==> config.mk <==
export PLATFORM = sky130hd
export DESIGN_NAME = wb_stage_mux
export DESIGN_NICKNAME = d
export VERILOG_FILES = /design/src/rtl/wb_stage_mux_pkg.sv /design/src/rtl/wb_stage_mux_load_extend.sv /design/src/rtl/wb_stage_mux.sv
export SDC_FILE = /design/constraint.sdc
export NUM_CORES = 1
export LEC_CHECK = 0
export CELL_PAD_IN_SITES_DETAIL_PLACEMENT = 1
export CELL_PAD_IN_SITES_GLOBAL_PLACEMENT = 2
export CORE_AREA = 2 2 124 150
export DETAILED_ROUTE_END_ITERATION = 8
export DIE_AREA = 0 0 126 152
export PLACE_DENSITY_LB_ADDON = 0.1
export SLEW_MARGIN = 20
export SYNTH_ARGS = -nofsm -noshare
export SYNTH_HDL_FRONTEND = slang
export SYNTH_SLANG_ARGS = --single-unit
==> constraint.sdc <==
create_clock -name clk -period 3.8 [get_ports clk]
set_input_delay 0.38 -clock clk [delete_from_list [all_inputs] [get_ports clk]]
set_output_delay 0.38 -clock clk [all_outputs]
set_load 0.02 [all_outputs]
==> src/rtl/wb_stage_mux_pkg.sv <==
// Shared encodings for the MIPS write-back stage: write-data source codes
// and load-size codes.
package wb_pkg;

  // Write-data source select codes (WbSel values)
  localparam int WB_SRC_ALU = 0;
  localparam int WB_SRC_MEM = 1;
  localparam int WB_SRC_PC4 = 2;
  localparam int WB_SRC_LUI = 3;

  // Load access size; 2'b11 is reserved and always flagged as an error
  typedef enum logic [1:0] {
    LD_WORD = 2'b00,
    LD_HALF = 2'b01,
    LD_BYTE = 2'b10,
    LD_RSVD = 2'b11
  } ldSize_e;

endpackage

==> src/rtl/wb_stage_mux_load_extend.sv <==
// Sub-word load extraction and zero/sign extension of an aligned memory word.
// byteAddr is the low two bits of the effective address; all lanes live in
// the low 32 bits of the word (DATA_W is expected to be 32 or wider).
module load_extend
  import wb_pkg::*;
#(
  parameter int DATA_W = 32
) (
  input  logic [DATA_W-1:0] memData,
  input  logic [1:0]        byteAddr,
  input  logic [1:0]        loadSize,
  input  logic              loadSigned,
  output logic [DATA_W-1:0] extData,
  output logic              misaligned
);

  logic [7:0]  byteLane;
  logic [15:0] halfLane;

  // Pick the addressed lane and extend it; flag accesses that cross their natural alignment
  always_comb begin
    byteLane   = memData[7:0];
    halfLane   = byteAddr[1] ? memData[31:16] : memData[15:0];
    extData    = memData;
    misaligned = 1'b0;

    case (byteAddr)
      2'd0:    byteLane = memData[7:0];
      2'd1:    byteLane = memData[15:8];
      2'd2:    byteLane = memData[23:16];
      default: byteLane = memData[31:24];
    endcase

    case (loadSize)
      LD_WORD: begin
        extData    = memData;
        misaligned = (byteAddr != 2'd0);
      end
      LD_HALF: begin
        extData    = {{(DATA_W-16){loadSigned & halfLane[15]}}, halfLane};
        misaligned = byteAddr[0];
      end
      LD_BYTE: begin
        extData    = {{(DATA_W-8){loadSigned & byteLane[7]}}, byteLane};
        misaligned = 1'b0;
      end
      default: begin
        // Reserved size: data passes as a word but is never written back
        extData    = memData;
        misaligned = 1'b1;
      end
    endcase
  end

endmodule

==> src/rtl/wb_stage_mux.sv <==
// MIPS write-back stage: NSRC-way register-file write-data select, sub-word
// load extension, MEM/WB pipeline register with stall/flush, and a saturating
// counter of retired register writes.
//
// Handshake: in_valid qualifies every MEM-stage input on the edge it is
// sampled; there is no ready. The only back-pressure is stall, which holds the
// MEM/WB register. wb_valid marks the registered slot as holding a real
// instruction; RegWrite is already qualified by wb_valid and by error-freedom.
module wb_stage_mux
  import wb_pkg::*;
#(
  parameter  int DATA_W = 32,
  parameter  int REG_W  = 5,
  parameter  int NSRC   = 4,
  parameter  int CNT_W  = 16,
  localparam int SEL_W  = $clog2(NSRC)
) (
  input  logic              clk,
  input  logic              rst_n,
  input  logic              stall,
  input  logic              flush,
  input  logic              in_valid,
  input  logic [SEL_W-1:0]  WbSel,
  input  logic              RegWrite_in,
  input  logic [REG_W-1:0]  WriteReg_in,
  input  logic [DATA_W-1:0] ResultadoF_ALU,
  input  logic [DATA_W-1:0] Exit_DataMem,
  input  logic [DATA_W-1:0] PC_plus4,
  input  logic [DATA_W-1:0] Imm_upper,
  input  logic [1:0]        LoadSize,
  input  logic              LoadSigned,
  output logic [DATA_W-1:0] Write_Data,
  output logic [REG_W-1:0]  WriteReg,
  output logic              RegWrite,
  output logic              wb_valid,
  output logic              wb_err,
  output logic [CNT_W-1:0]  wb_count
);

  logic [DATA_W-1:0] memExt;
  logic              memMisaligned;
  logic [DATA_W-1:0] selData;
  logic              illegalSel;
  logic              selErr;
  logic              writeEn;

  load_extend #(
    .DATA_W (DATA_W)
  ) u_load_extend (
    .memData    (Exit_DataMem),
    .byteAddr   (ResultadoF_ALU[1:0]),
    .loadSize   (LoadSize),
    .loadSigned (LoadSigned),
    .extData    (memExt),
    .misaligned (memMisaligned)
  );

  // Write-data source select, error detection and write-enable qualification
  always_comb begin
    illegalSel = (int'(WbSel) >= NSRC);
    selData    = '0;
    if (!illegalSel) begin
      case (int'(WbSel))
        WB_SRC_ALU: selData = ResultadoF_ALU;
        WB_SRC_MEM: selData = memExt;
        WB_SRC_PC4: selData = PC_plus4;
        WB_SRC_LUI: selData = Imm_upper;
        default:    selData = '0;
      endcase
    end
    selErr  = illegalSel | ((int'(WbSel) == WB_SRC_MEM) & memMisaligned);
    // $zero is hard-wired, so a write to it is dropped rather than issued
    writeEn = in_valid & RegWrite_in & (WriteReg_in != '0) & ~selErr;
  end

  // MEM/WB register: reset > flush > stall > load
  always_ff @(posedge clk) begin
    if (!rst_n) begin
      Write_Data <= '0;
      WriteReg   <= '0;
      RegWrite   <= 1'b0;
      wb_valid   <= 1'b0;
      wb_err     <= 1'b0;
    end else if (flush) begin
      Write_Data <= '0;
      WriteReg   <= '0;
      RegWrite   <= 1'b0;
      wb_valid   <= 1'b0;
      wb_err     <= 1'b0;
    end else if (!stall) begin
      Write_Data <= selData;
      WriteReg   <= WriteReg_in;
      RegWrite   <= writeEn;
      wb_valid   <= in_valid;
      wb_err     <= in_valid & selErr;
    end
  end

  // Retired-write counter: a write held in WB counts once, on the edge it
  // leaves without a stall; the count saturates instead of wrapping
  always_ff @(posedge clk) begin
    if (!rst_n) begin
      wb_count <= '0;
    end else if (RegWrite && !stall && (wb_count != {CNT_W{1'b1}})) begin
      wb_count <= wb_count + {{(CNT_W-1){1'b0}}, 1'b1};
    end
  end

endmodule

Word-level counts from Yosys, hierarchy flattened
Index checks and enable logic that the tools add are counted.
- register bits after elaboration: 56
- bits of input ports: 144
- output and inout port bits: 56
- add/sub/neg operators: 1
- equality and inequality tests: 9
- multiplexer cells: 5
- bitwise gates (word level): 9
- reduce and logical (&&, ||, !) cells: 9
- operators by type and width (cell ; number):
    32-bit case mux with 4 select lines ; 1
    32-bit case mux with 2 select lines ; 1
    8-bit case mux with 3 select lines ; 1
    16-bit by 1-bit adder with 16-bit output (second input constant) ; 1
    16-bit 2-to-1 mux ; 1
    16-bit != test (second input constant) ; 1
    2-bit equality test (second input constant) ; 5
    1-bit AND ; 7
    2-bit by 1-bit equality test with 1-bit output (second input constant) ; 3
    2-bit zero test ; 3
    5-bit nonzero test ; 1
    1-bit case mux with 3 select lines ; 1
    1-bit logical AND ; 2
    1-bit inverter ; 2
    2-bit nonzero test ; 1
    2-bit OR reduction ; 1
    1-bit zero test ; 1

Longest topological paths before layout
Gate-level depths: netlist of the first run.
- word-level depth: 5
- gate-level depth with buffers: 8

By module
A second synthesis of the first run with hierarchy kept.
- cells, all modules: 394
- area total of the unflattened synthesis: 3728.6 um^2
- modules (own cells, without submodules) (module ; instances ; cells each ; area each (um^2) ; seq. area each (um^2)):
    wb_stage_mux ; 1 ; 271 ; 2984.1 ; 1121.1
    load_extend ; 1 ; 123 ; 744.5 ; 0.0

Worst setup path before layout of the first run
No wires, ideal clock.
- path kind: input to register
- from: input port LoadSize[0]
- to: register Write_Data[7]
- setup time: 122 ps
- arrival: 1667 ps
- slack: 2012 ps
- stages on the path: 6
- cell sequence: inv_1 ha_1 buf_2 nor2b_1 mux4_2 o311a_1
- longest elaborated chain between the ends: 3
- elaborated cells between the ends (all ways): 4
- classes of those cells: eq/ne: 2; mux: 2
- RTL lines (item ; line ; RTL):
    from (decl) ; wb_stage_mux.sv:30 ; input logic [1:0] LoadSize,
    2-bit equality test / 2-bit by 1-bit equality test with 1-bit output (equally long branches) ; wb_stage_mux_load_extend.sv:34 ; case (loadSize)
    32-bit case mux with 2 select lines (*) ; wb_stage_mux_load_extend.sv:34 ;
    32-bit case mux with 4 select lines (*) ; wb_stage_mux.sv:63 ; case (int'(WbSel))
    to (signal assigned) ; wb_stage_mux.sv:91 ; Write_Data <= selData;
    to (decl) ; wb_stage_mux.sv:32 ; output logic [DATA_W-1:0] Write_Data,
Every way passes the cells marked *; elsewhere a longest branch is shown, timed or not.
A chain may end at the register's enable or synchronous reset.

Final worst setup path of the first run
- from: input port LoadSize[0]
- to: register Write_Data[3]
Same word-level chain as after synthesis.

==> results of run 1 <==
==> cells by family (layout without fill, tap and decap cells) <==
family / after synthesis / count (layout) / synth area share
AO/OA/AOI/OAI: 183 / 183 / 0.321
multiplexers: 46 / 46 / 0.121
flip-flops: 56 / 56 / 0.268
adder cells (fa/ha/maj): 5 / 5 / 0.0150
AND/OR/NAND/NOR: 177 / 177 / 0.206
other: 0 / 2 / 0
buffers and inverters: 65 / 237 / 0.0688
==> placed cells by master, fill, tap and decap left out, drive strengths merged, types with 12 or more instances in the layout <==
cell type,count
clkdlybuf4s50,196
nand2,66
a21oi,22
a311oi,17
o21ai,50
dfxtp,56
o211ai,12
nor2,49
mux2i,31
inv,23
mux2,13
o21a,24
==> metrics by stage <==
stage               setup WS, ps  std cells
detailed placement           723        920
global placement             826        920
CTS                         1050        928
floorplan                   2010        532
global route                 869        930
finish                      1080        930
==> per-layer routing <==
metal	part of all wire	routed length, um
met1	0.45	8240
met4	0.022	410
met3	0.047	863
met5	0.00071	13
met2	0.48	8770
==> final cells by class <==
| class | instances | area share |
|---|---|---|
| Multi-Input combinational cell | 411 | 0.429 |
| Sequential cell | 56 | 0.173 |
| Clock buffer | 5 | 0.0193 |
| Inverter | 22 | 0.0128 |
| Timing Repair Buffer | 207 | 0.315 |
| Clock inverter | 3 | 0.00716 |
| Tap cell | 224 | 0.0433 |
| Antenna cell | 2 | 0.000774 |
==> worst register-to-register path, delay by kind of cell (launching register included) <==
| kind | cells | cell delay [ps] |
|---|---|---|
| compound gates | 2 | 370 |
| fa+ha+maj | 1 | 330 |
| flops | 1 | 400 |
| simple gates | 2 | 860 |
==> flip-flops by register name, indices dropped and copies added, names as in the netlist <==
signal and count:
wb_err 1, wb_count 16, WriteReg 5, wb_valid 1
Write_Data 32, RegWrite 1
==> worst max path at each step <==
| stage | cells past startpoint | to | start |
|---|---|---|---|
| after floorplan | 6 | Write_Data[7] | LoadSize[0] |
| after global placement | 6 | Write_Data[26] | LoadSize[0] |
| after detailed placement | 6 | Write_Data[1] | LoadSize[0] |
| after CTS | 6 | Write_Data[1] | LoadSize[0] |
| after global routing | 7 | Write_Data[4] | LoadSize[0] |
| final | 6 | Write_Data[3] | LoadSize[0] |
==> power groups by stage <==
stage	Combinational, W	Clock [W]	Sequential [W]
detailed placement	0.000497	0	0.000629
CTS	0.000499	0.000580	0.000616
floorplan	0.000214	0	0.000648
finish	0.000492	0.000568	0.000615
global placement	0.000490	0	0.000629
global route	0.000534	0.000601	0.000618
==> flow_summary.json, run 1 <==
{
  "timing.critical_path.from_type": "primary input",
  "global_route.usage.met2": 0.320,
  "fp.coreArea_um2": 17800,
  "floorplan.die.height_um": 152,
  "grt_first_pass_wirelength_mm": 28.3,
  "outcome": "finished, final reports clean",
  "slack_of_the_worst_reg_to_reg_path_ps": 1730,
  "avgRoutedWirePerCell_um": 19.7,
  "synth_most_common_cell": "sky130_fd_sc_hd__nand2_1",
  "die_area_um2": 19200,
  "synth_common_cells": "sky130_fd_sc_hd__nand2_1, sky130_fd_sc_hd__dfxtp_1, sky130_fd_sc_hd__nor2_1",
  "tritoncts.num_buffers": 5,
  "arrival_ps": 2920,
  "mappedNetlistNets": 681,
  "antenna_violations_before_repair": 4,
  "wirelength_mm": 18.3,
  "first_global_vias": 4966,
  "share_seq_of_total_power": 0.367,
  "routing_usage_on_met3": 0.0299,
  "design.final.nets": 852,
  "max_slew.worst_pin.slew_ps": 929,
  "tritoncts": "yes",
  "cts_post_setup_buffers_inserted": 0,
  "worst_path_required_ps": 4000,
  "worst_setup_path_category": "in -> reg",
  "place_hpwl_mm": 14.7,
  "synth-edff-count": 0,
  "drt_first_pass_iters": 4,
  "synthDistinctLibCells": 56,
  "timing.hold.worst_endpoint": "wb_valid",
  "post_cts_resized": 0,
  "crit_path_end_kind": "flop",
  "maxCapViolCount": 0,
  "synthesis.yosys.warnings": 0,
  "gpl.final_weighted_congestion": 0.853,
  "multi_input_comb_area_um2": 2770,
  "num_io_pins": 200,
  "timing.final.setup_violations": 0,
  "p_leak_nw": 2.36,
  "leading_cell_types_by_total_area_after_synthesis": "sky130_fd_sc_hd__dfxtp_1, sky130_fd_sc_hd__mux2i_1, sky130_fd_sc_hd__nand2_1, sky130_fd_sc_hd__o21ai_0, sky130_fd_sc_hd__nor2_1",
  "cts.root.buffer_cell": "sky130_fd_sc_hd__clkbuf_16",
  "p_int_w": 0.00118,
  "pwr_density_cell_nw_per_um2": 259,
  "netlist_area_um2": 4180,
  "timing.final.crit_period_ps": 2720,
  "worst_hold_startpoint": "wb_valid",
  "combPwrFrac": 0.294,
  "hold_slack_ps": 474,
  "min-delay-path-class": "reg -> reg",
  "h-tree-depth": 2,
  "placementRows": 54,
  "worst_slew_margin_rel": 0.380,
  "crit_path_cell_trace": "clkdlybuf4s50_1, inv_1, ha_1, nor3b_2, o211ai_1, a32o_1",
  "sw_frac_of_total": 0.296,
  "synth-async-reset-ratio": 0,
  "cts_hold_repair.buffers": 0,
  "detail_route.vias_per_cell": 5.08,
  "sequential_cell_area_um2": 1120,
  "fillerInstances": 2160,
  "postLayoutCellArea_um2": 6470,
  "final-max-slew-violation-count": 0,
  "finish.utilization": 0.363,
  "final_layout_size_suffix_gt1_frac": 0.0767,
  "hold_viol_final": 0,
  "gr-max-usage-layer": "met2",
  "syn_area_per_cell_um2": 7.86,
  "global_route_total_usage_across_every_layer": 0.185,
  "effective_utilization_at_floorplan": 0.234,
  "synthFlopType": "sky130_fd_sc_hd__dfxtp_1",
  "cts_sinks": 56,
  "grt_met1_usage": 0.237,
  "cp.buffers_inverters": 2,
  "total_switching_power_w": 0.000496,
  "critical_path.top_delay_family": "adder cells",
  "grt-ovfl-total": 0,
  "drc": 0,
  "area_growth_pct": 54.7,
  "dpl_cell_area_um2": 6290,
  "vdd_ir_drop_max_mv": 0.164,
  "clock_group_share_of_total_power": 0.339,
  "rsz0062_at_grt": "no",
  "floorplan_die_width_um": 126,
  "timing.rr.start": "wb_count[0]",
  "final.setup_skew_ps": 5.04,
  "totalPowerFinal_w": 0.00168,
  "post-synth-top-area-cell": "sky130_fd_sc_hd__dfxtp_1",
  "port_bufs": 199,
  "min_period_over_period": 0.717,
  "antenna_left": 0,
  "clk_pin_slew_ps": 80,
  "dr_total_vias": 4720,
  "clkLatencyLatePin_ps": 300,
  "sequential_element_share_of_the_synthesized_area": 0.268,
  "cp_slowest_cell": "sky130_fd_sc_hd__ha_1",
  "cts-root-to-sink-buffers": 2,
  "grt_start_max_net_pins": 52,
  "path_max_fanout": 32,
  "timing.rr.end": "wb_count[8]",
  "cell_count_of_the_worst_reg_to_reg_path": 5,
  "detail_route.iter0.violations": 199,
  "syn-instance-count": 532,
  "synth_largest_type_area_fraction": 0.268,
  "synth.ff_latch_count": 56,
  "setup_tns_ps": 0,
  "max_stage_delay_ps": 900,
  "worst_hold_path.num_cells": 2,
  "max_freq_ghz": 0.367
}
(Power assumes the default switching activity.)
==> run 2, diff against run 1 <==
- CORE_AREA: 2 2 124 150 -> 2 2 135 164
- DIE_AREA: 0 0 126 152 -> 0 0 137 166
- clock period: 3.8 -> 2.2 ns (I/O delays scaled with it)
==> run 2 against run 1 <==
Effect of this change:
- clock power increased by 59%
- global-route usage decreased by 1.3 points
- die area increased by 19%
- first-iteration DRC count decreased by 27%
- total power increased by 71%
- sequential share of layout area decreased by 0.68 points
- count of clock-buffer cells in the layout unchanged
- design area increased by 4.1%
- critical endpoint is now Write_Data[30]
- largest cell class unchanged
==> flow_summary.json, run 2 (same netlist as run 1, synthesis figures left out) <==
{
  "outcome": "finished, final reports clean",
  "avgRoutedWirePerCell_um": 19.6,
  "gpl.final_weighted_congestion": 0.821,
  "max_slew.worst_pin.slew_ps": 656,
  "clk_pin_slew_ps": 90,
  "cts-root-to-sink-buffers": 2,
  "pwr_density_cell_nw_per_um2": 426,
  "fp.coreArea_um2": 21300,
  "global_route_total_usage_across_every_layer": 0.172,
  "floorplan_die_width_um": 137,
  "most_frequent_cells_in_the_layout": "sky130_fd_sc_hd__clkdlybuf4s50_1, sky130_fd_sc_hd__nand2_1, sky130_fd_sc_hd__dfxtp_1",
  "sequential_cell_area_um2": 1120,
  "fillerInstances": 2512,
  "final.setup_skew_ps": 5.33,
  "crit_path_end_kind": "flop",
  "floorplan.die.height_um": 166,
  "first_global_vias": 5241,
  "timing.rr.end": "wb_count[7]",
  "placementRows": 59,
  "die_area_um2": 22700,
  "maxCapViolCount": 0,
  "post_cts_resized": 0,
  "postLayoutCellArea_um2": 6740,
  "timing.final.crit_period_ps": 1870,
  "worst_slew_margin_rel": 0.563,
  "timing.final.setup_violations": 0,
  "arrival_ps": 2090,
  "tritoncts.num_buffers": 5,
  "cts_hold_repair.buffers": 0,
  "worst_hold_startpoint": "stall",
  "min_period_over_period": 0.848,
  "diodes": 0,
  "detail_route.vias_per_cell": 4.79,
  "grt-ovfl-total": 0,
  "timing.rr.start": "wb_count[0]",
  "cts.root.buffer_cell": "sky130_fd_sc_hd__clkbuf_16",
  "drc": 0,
  "area_growth_pct": 61.1,
  "worst_path_required_ps": 2430,
  "hold_slack_ps": 385,
  "cell_count_of_the_worst_reg_to_reg_path": 6,
  "final_layout_size_suffix_gt1_frac": 0.111,
  "effective_utilization_at_floorplan": 0.197,
  "p_leak_nw": 2.50,
  "h-tree-depth": 2,
  "timing.critical_path.from_type": "primary input",
  "grt_first_pass_wirelength_mm": 30.3,
  "final-max-slew-violation-count": 0,
  "min-delay-path-class": "in -> reg",
  "vdd_ir_drop_max_mv": 0.297,
  "regMostFlops": "Write_Data",
  "drt_first_pass_iters": 4,
  "largest_reg_flops": 32,
  "wirelength_mm": 19.7,
  "num_io_pins": 200,
  "clkLatencyLatePin_ps": 310,
  "largest_registers": "Write_Data x32, wb_count x16, WriteReg x5",
  "place_hpwl_mm": 16.1,
  "design.final.nets": 879,
  "rsz0062_at_grt": "no",
  "multi_input_comb_area_um2": 2770,
  "dr_total_vias": 4809,
  "dpl_cell_area_um2": 6580,
  "layout_commonest_cell": "sky130_fd_sc_hd__clkdlybuf4s50_1",
  "cts_sinks": 56,
  "timing.hold.worst_endpoint": "Write_Data[12]",
  "port_bufs": 199,
  "grt_start_max_net_pins": 43,
  "antenna_violations_before_repair": 0,
  "cts_post_setup_buffers_inserted": 0,
  "slack_of_the_worst_reg_to_reg_path_ps": 480,
  "path_max_fanout": 16,
  "detail_route.iter0.violations": 145,
  "max_freq_ghz": 0.536,
  "tritoncts": "yes",
  "worst_hold_path.num_cells": 3,
  "worst_setup_path_category": "in -> reg",
  "finish.utilization": 0.317,
  "hold_viol_final": 0,
  "antenna_left": 0
}
[run 2: cell count changes in the layout (fill, tap and decap cells not counted), sizes merged]
cell | before | now
buf | 11 | 38
bufinv | 1 | 0
clkinv | 0 | 1
clkinvlp | 1 | 0
diode | 2 | 0
inv | 23 | 24
[run 2: power breakdown]
part / total (W) / switching, W / leakage (nW) / internal (W)
registers: 0.00106 / 0.0000177 / 0.455 / 0.00104
clock network: 0.000902 / 0.000466 / 0.0748 / 0.000436
logic: 0.000906 / 0.000418 / 1.97 / 0.000488
total: 0.00287 / 0.000901 / 2.50 / 0.00197
[run 2: worst max-delay path: stages]
cell and delay, ps:
sky130_fd_sc_hd__clkdlybuf4s50_1 480, sky130_fd_sc_hd__buf_4 120, sky130_fd_sc_hd__ha_1 220, sky130_fd_sc_hd__nor2b_1 320
sky130_fd_sc_hd__a22o_4 210, sky130_fd_sc_hd__nand4_4 100, sky130_fd_sc_hd__buf_12 180, sky130_fd_sc_hd__a311oi_1 240
[run 2: layout make-up]
| cell class | instances | area share |
|---|---|---|
| clock inverters | 3 | 0.00390 |
| flip-flops and latches | 56 | 0.166 |
| repair buffers | 234 | 0.336 |
| clock buffers | 5 | 0.0186 |
| inverters | 22 | 0.0123 |
| multi-input cells | 411 | 0.412 |
| well taps | 274 | 0.0509 |
[run 2: worst max-delay path by stage]
stage	start	to	slack, ps
3_3_place_gp	LoadSize[0]	Write_Data[21]	70
2_1_floorplan	wb_count[0]	wb_count[12]	530
4_1_cts	LoadSize[1]	Write_Data[30]	320
3_5_place_dp	LoadSize[1]	Write_Data[30]	-8
6_report	LoadSize[1]	Write_Data[30]	330
5_1_grt	LoadSize[0]	Write_Data[20]	220
[run 2: per-stage QoR]
stage	instances	TNS [ps]	power [W]	setup WS (ps)
final	1005	0	0.00287	334
after global placement	997	0	0.00199	71.6
after detailed placement	997	-7.71	0.00200	-7.71
after CTS	1005	0	0.00293	321
after floorplan	532	0	0.00149	530
after global routing	1005	0	0.00304	215
[run 2: per-layer routing]
metal  vias up  track usage  wire length [um]
met5         -            0                 0
met1      2299        0.214              8780
met3        16       0.0287               826
li1       2372            -                 -
met2       122        0.306              9800
met4         0       0.0412               318
